**config.mk**
```make
export PLATFORM = sky130hd
export DESIGN_NAME = fifo_wr_arb
export DESIGN_NICKNAME = d
export VERILOG_FILES = /design/src/rtl/fifo_arb_pkg.sv /design/src/rtl/fifo_wr_arb_rr_pick.sv /design/src/rtl/fifo_wr_arb.sv
export SDC_FILE = /design/constraint.sdc
export NUM_CORES = 1
export LEC_CHECK = 0
export CAP_MARGIN = 0
export CORE_MARGIN = 1
export CORE_UTILIZATION = 38
export CTS_CLUSTER_DIAMETER = 60
export DETAILED_ROUTE_END_ITERATION = 12
export PLACE_DENSITY = 0.79
export SYNTH_ARGS = -nofsm -noshare
export SYNTH_HDL_FRONTEND = slang
export SYNTH_SLANG_ARGS = --single-unit
```
**constraint.sdc**
```tcl
create_clock -name clk_i -period 2.35 [get_ports clk_i]
set_clock_uncertainty 0.15 [all_clocks]
set_input_delay 0.3525 -clock clk_i [delete_from_list [all_inputs] [get_ports clk_i]]
set_output_delay 0.3525 -clock clk_i [all_outputs]
set_load 0.02 [all_outputs]
```
**src/rtl/fifo_arb_pkg.sv**
```systemverilog
// Shared definitions for the round-robin FIFO write arbiter.
// Holds the default sizing and the rotate-and-pick search used by rr_pick.
package fifo_arb_pkg;

  // Default number of write requesters and FIFO word width
  localparam int NUM_REQ_DEFAULT = 4;
  localparam int DATA_W_DEFAULT  = 8;
  localparam int ID_W_DEFAULT    = $clog2(NUM_REQ_DEFAULT);

  // Widest requester vector the search function has to handle
  localparam int MAX_REQ = 8;

  typedef logic [MAX_REQ-1:0] req_vec_t;

  // Rotate the request vector so the search begins at 'start', then return
  // the first set index going upward with wrap, or -1 when nothing is set.
  // Only the low 'num_req' bits of 'eligible' are considered.
  function automatic int rr_rotate_pick(input req_vec_t eligible,
                                        input int       start,
                                        input int       num_req);
    int chosen;
    int cand;
    chosen = -1;
    for (int off = 0; off < MAX_REQ; off++) begin
      cand = (start + off) % num_req;
      if ((off < num_req) && (chosen < 0) && eligible[cand[2:0]]) begin
        chosen = cand;
      end
    end
    return chosen;
  endfunction

endpackage

```
**src/rtl/fifo_wr_arb_rr_pick.sv**
```systemverilog
// Combinational round-robin picker: finds the first eligible requester at or
// above the start index, wrapping around the top of the vector.
module rr_pick
  import fifo_arb_pkg::*;
#(
  parameter int NUM_REQ = NUM_REQ_DEFAULT,
  parameter int ID_W    = $clog2(NUM_REQ)
) (
  input  logic [NUM_REQ-1:0] eligible,
  input  logic [ID_W-1:0]    start,
  output logic               found,
  output logic [ID_W-1:0]    index
);

  int chosen;

  // Search the eligible set from the start index and report the winner
  always_comb begin
    chosen = rr_rotate_pick(MAX_REQ'(eligible), int'(start), NUM_REQ);
    found  = (chosen >= 0);
    index  = found ? ID_W'(chosen) : '0;
  end

endmodule

```
**src/rtl/fifo_wr_arb.sv**
```systemverilog
// Round-robin write arbiter in front of a shared synchronous FIFO.
// Each cycle one eligible requester may be chosen; the resulting write strobe,
// data, ack pulse and grant id all appear from flops one cycle later.
module fifo_wr_arb
  import fifo_arb_pkg::*;
#(
  parameter  int NUM_REQ = NUM_REQ_DEFAULT,
  parameter  int DATA_W  = DATA_W_DEFAULT,
  localparam int ID_W    = $clog2(NUM_REQ)
) (
  input  logic                      clk_i,
  input  logic                      rst_i,
  input  logic [NUM_REQ-1:0]        req_i,
  input  logic [NUM_REQ*DATA_W-1:0] data_i,
  input  logic                      fifo_full_i,
  input  logic                      fifo_afull_i,
  output logic                      fifo_wr_en_o,
  output logic [DATA_W-1:0]         fifo_wr_data_o,
  output logic [NUM_REQ-1:0]        ack_o,
  output logic [ID_W-1:0]           grant_id_o,
  output logic                      busy_o
);

  logic [NUM_REQ-1:0] eligible;
  logic [ID_W-1:0]    last_grant;
  logic [ID_W-1:0]    start_idx;
  logic               pick_found;
  logic [ID_W-1:0]    pick_idx;
  logic               fifo_blocked;
  logic               issue;
  logic [NUM_REQ-1:0] next_ack;
  logic [DATA_W-1:0]  next_data;

  // A requester that is being acked right now still holds req_i high with
  // its old word, so it must sit out this cycle's arbitration.  The FIFO is
  // treated as unable to take another word when it is full, or when it is
  // almost full and the write currently on the bus will use the last slot.
  always_comb begin
    eligible     = req_i & ~ack_o;
    fifo_blocked = fifo_full_i | (fifo_wr_en_o & fifo_afull_i);
    start_idx    = (last_grant == ID_W'(NUM_REQ - 1)) ? '0 : last_grant + 1'b1;
  end

  rr_pick #(
    .NUM_REQ (NUM_REQ),
    .ID_W    (ID_W)
  ) u_rr_pick (
    .eligible (eligible),
    .start    (start_idx),
    .found    (pick_found),
    .index    (pick_idx)
  );

  // Turn the picked index into the one-hot ack and the selected data word
  always_comb begin
    issue     = pick_found & ~fifo_blocked;
    next_ack  = '0;
    next_data = '0;
    for (int k = 0; k < NUM_REQ; k++) begin
      if (pick_idx == ID_W'(k)) begin
        next_ack[k] = issue;
        next_data   = data_i[k*DATA_W +: DATA_W];
      end
    end
  end

  // Register the decision; data, grant id and round-robin pointer only move
  // when a write is actually issued
  always_ff @(posedge clk_i) begin
    if (rst_i) begin
      fifo_wr_en_o   <= 1'b0;
      fifo_wr_data_o <= '0;
      ack_o          <= '0;
      grant_id_o     <= '0;
      busy_o         <= 1'b0;
      last_grant     <= ID_W'(NUM_REQ - 1);
    end else begin
      fifo_wr_en_o <= issue;
      ack_o        <= next_ack;
      busy_o       <= |eligible;
      if (issue) begin
        fifo_wr_data_o <= next_data;
        grant_id_o     <= pick_idx;
        last_grant     <= pick_idx;
      end
    end
  end

endmodule

```
==> results.toml <==
[timing]
setup_viol = 0
timing.slew.headroom_pct = 75.7
tightest_slew_ns = 0.365
fmax_ghz = 0.458
finalCriticalPeriod_ns = 2.18
rsz0062_at_grt = "false"
timing.hold.ws_ns = 0.326
final_hold_viol_count = 0
fin_crit_sh_pct = 92.9
slew_viol_final = 0

[pwr]
leakage_nw = 0.649
peakVddDrop_mv = 0.370
comb_power_share_pct = 45.3
power.density_nw_per_um2 = 544
switching_power_mw = 0.305
seqPwrFrac_pct = 38.7
power.total_mw = 0.915
power_frac_clock_pct = 16.0
p_int_mw = 0.610
swShare_pct = 33.3

[logic_synthesis]
synth_edf_count = 0
ys_seq_elements = 18
seq_area_frac_synth_pct = 35.1
yosys_warnings = 0
synth-main-ff-cell = "dfxtp_1"
synth_fp_nets = 153
postSynthAreaPerCell_um2 = 9.16
async_flop_share_pct = 0
synth_area_um2 = 1030
syn_inst = 112
synth_cell_types = 35

[detailed_routing]
drtPass1Iterations = 4
vias = 1104
drc = 0
post_drt_wl_per_cell_um = 14.4
viasPerCell = 5.39
routed_wl_mm = 2.95
ant_nets = 0
drt_iter0_drc = 7

[run]
maxCapViolations = 0

[clock_tree]
ctsRootBufferMaster = "clkbuf_4"
cts_tree = "yes"
cts-hold-fix-buffers = 0
cts_max_level = 1
clkSlewWorstSetupHoldPaths_ns = 0.10
clock_sinks = 18
clock_latency_ns = 0.28
cts_buffers = 3
postCtsSetupRepairBufs = 0
post_cts_resize_count = 0
clk_path_buf_depth = 2

[final_layout]
drive_gt1_share_pct = 14.9
fillCellCount = 213
multi_input_area_um2 = 627
register_area_um2 = 362
final_cell_mix = "55 x clkdlybuf4s50_1, 17 x dfxtp_1, 12 x nor2_1"
final_common_cell = "clkdlybuf4s50_1"
syn_to_final_growth_pct = 63.9
finalNetCount = 218
n_antenna_cell = 0
finish.instance_area_um2 = 1680
finalNonFillerCells = 205

[place]
place_hpwl_mm = 2.46
placed_area_um2 = 1660
portBuffers = 55
dp.cells = 202
place.gp.congestion = 0.805

[grt]
grt-ovfl-total = 0
grt_max_degree = 13
grt_pass1_wl_mm = 4.56
antenna_found_initial = 0
track_usage_pct = 22.5
grt_pass1_vias = 1095

[setup_path]
cp.required_ns = 2.37
critical_path_class = "register to register"
crit_chain = "ha_1 > clkinv_1 > o221ai_2 > a22oi_4 > mux2i_1 > o211a_1 > a2111oi_1"
critPathBufInv = 1
critPathSlowestCell = "ha_1"
end_kind = "register"
crit_family = "compound AO/OA/AOI/OAI gates"
start_kind = "register"
cp_max_fo = 6
max_stage_delay_ns = 0.38
arrival_ns = 2.20

[outcome]
status = "completed"

[floorplanning]
dieArea_um2 = 2910
rows = 18
start_util_pct = 40.7
core_um2 = 2520
die_x_um = 54.0
die_y_um = 54.0
ios = 56

[min_path]
hold_class = "register to register"
[per-layer routing]
metal | up-vias | wire [µm] | track usage [%]
li1 | 538 | - | -
met1 | 504 | 1160 | 21.9
met2 | 55 | 1480 | 42.2
met3 | 7 | 248 | 5.93
met4 | 0 | 68 | 12.3
met5 | - | 0 | 0
[layout make-up]
class | count | share of cell area, %
Multi-Input combinational cell | 87 | 37.3
Timing Repair Buffer | 65 | 37.2
Sequential cell | 18 | 21.5
Tap cell | 30 | 2.23
Clock buffer | 3 | 1.34
Inverter | 2 | 0.446
[sequential cells by signal, indices dropped and copies added, names as in the netlist]
register,count
fifo_wr_data_o,8
ack_o,4
grant_id_o,2
last_grant,2
busy_o,1
fifo_wr_en_o,1
[synthesized netlist by cell type (all sizes together), types with 2 or more instances]
library cell	instances	area [µm²]
a221oi	6	52.6
o211a	2	20.0
buf	2	16.3
a22oi	2	28.8
nand2b	5	36.3
nor2	13	56.3
nor3	7	35.0
and2b	2	15.0
nand2	9	33.8
clkbuf	3	15.0
a21oi	9	48.8
and3	2	12.5
dfxtp	18	360
o21a	7	52.6
nor2b	3	21.3
o21ai	3	18.8
a2111oi	2	25.0
o221ai	2	30.0
mux2i	8	80.1
[path summary, 6_finish.rpt]
check / from / to / slack (ns) / cells after the start
setup reg to reg: last_grant[0] / fifo_wr_data_o[2] / 0.17 / 7
hold reg to reg: grant_id_o[0] / grant_id_o[0] / 0.33 / 2
hold / removal: grant_id_o[0] / grant_id_o[0] / 0.33 / 2
setup / recovery: last_grant[0] / fifo_wr_data_o[2] / 0.17 / 7
[tightest hold or removal path, cell delays in order, from the launching register on]
cell	delay, ns
dfxtp_1	0.33
nand2_1	0.05
a21oi_1	0.06
[kinds of logic after synthesis]
group	share of synthesized area, %
buf+inv	3.78
compound gates	29.6
flops	35.1
fa+ha+maj	1.22
simple gates	22.4
mux	7.81
[power by group through the flow]
| stage | sequential (mW) | clock (mW) | combinational (mW) |
|---|---|---|---|
| 2_1_floorplan | 0.388 | 0 | 0.207 |
| 3_3_place_gp | 0.359 | 0 | 0.405 |
| 3_5_place_dp | 0.360 | 0 | 0.414 |
| 4_1_cts | 0.353 | 0.150 | 0.416 |
| 5_1_grt | 0.357 | 0.160 | 0.445 |
| 6_report | 0.354 | 0.147 | 0.415 |
[per-stage QoR]
| step | worst slack, ns | TNS [ns] | utilization [%] |
|---|---|---|---|
| 2_1_floorplan | 0.285 | 0 | - |
| 3_3_place_gp | 0.0364 | 0 | 65.7 |
| 3_5_place_dp | -0.0588 | -0.0646 | 65.7 |
| 4_1_cts | 0.0817 | 0 | 66.6 |
| 5_1_grt | 0.0492 | 0 | 66.7 |
| 6_report | 0.167 | 0 | 66.7 |
Note: power is estimated with default switching activity, not from simulation.
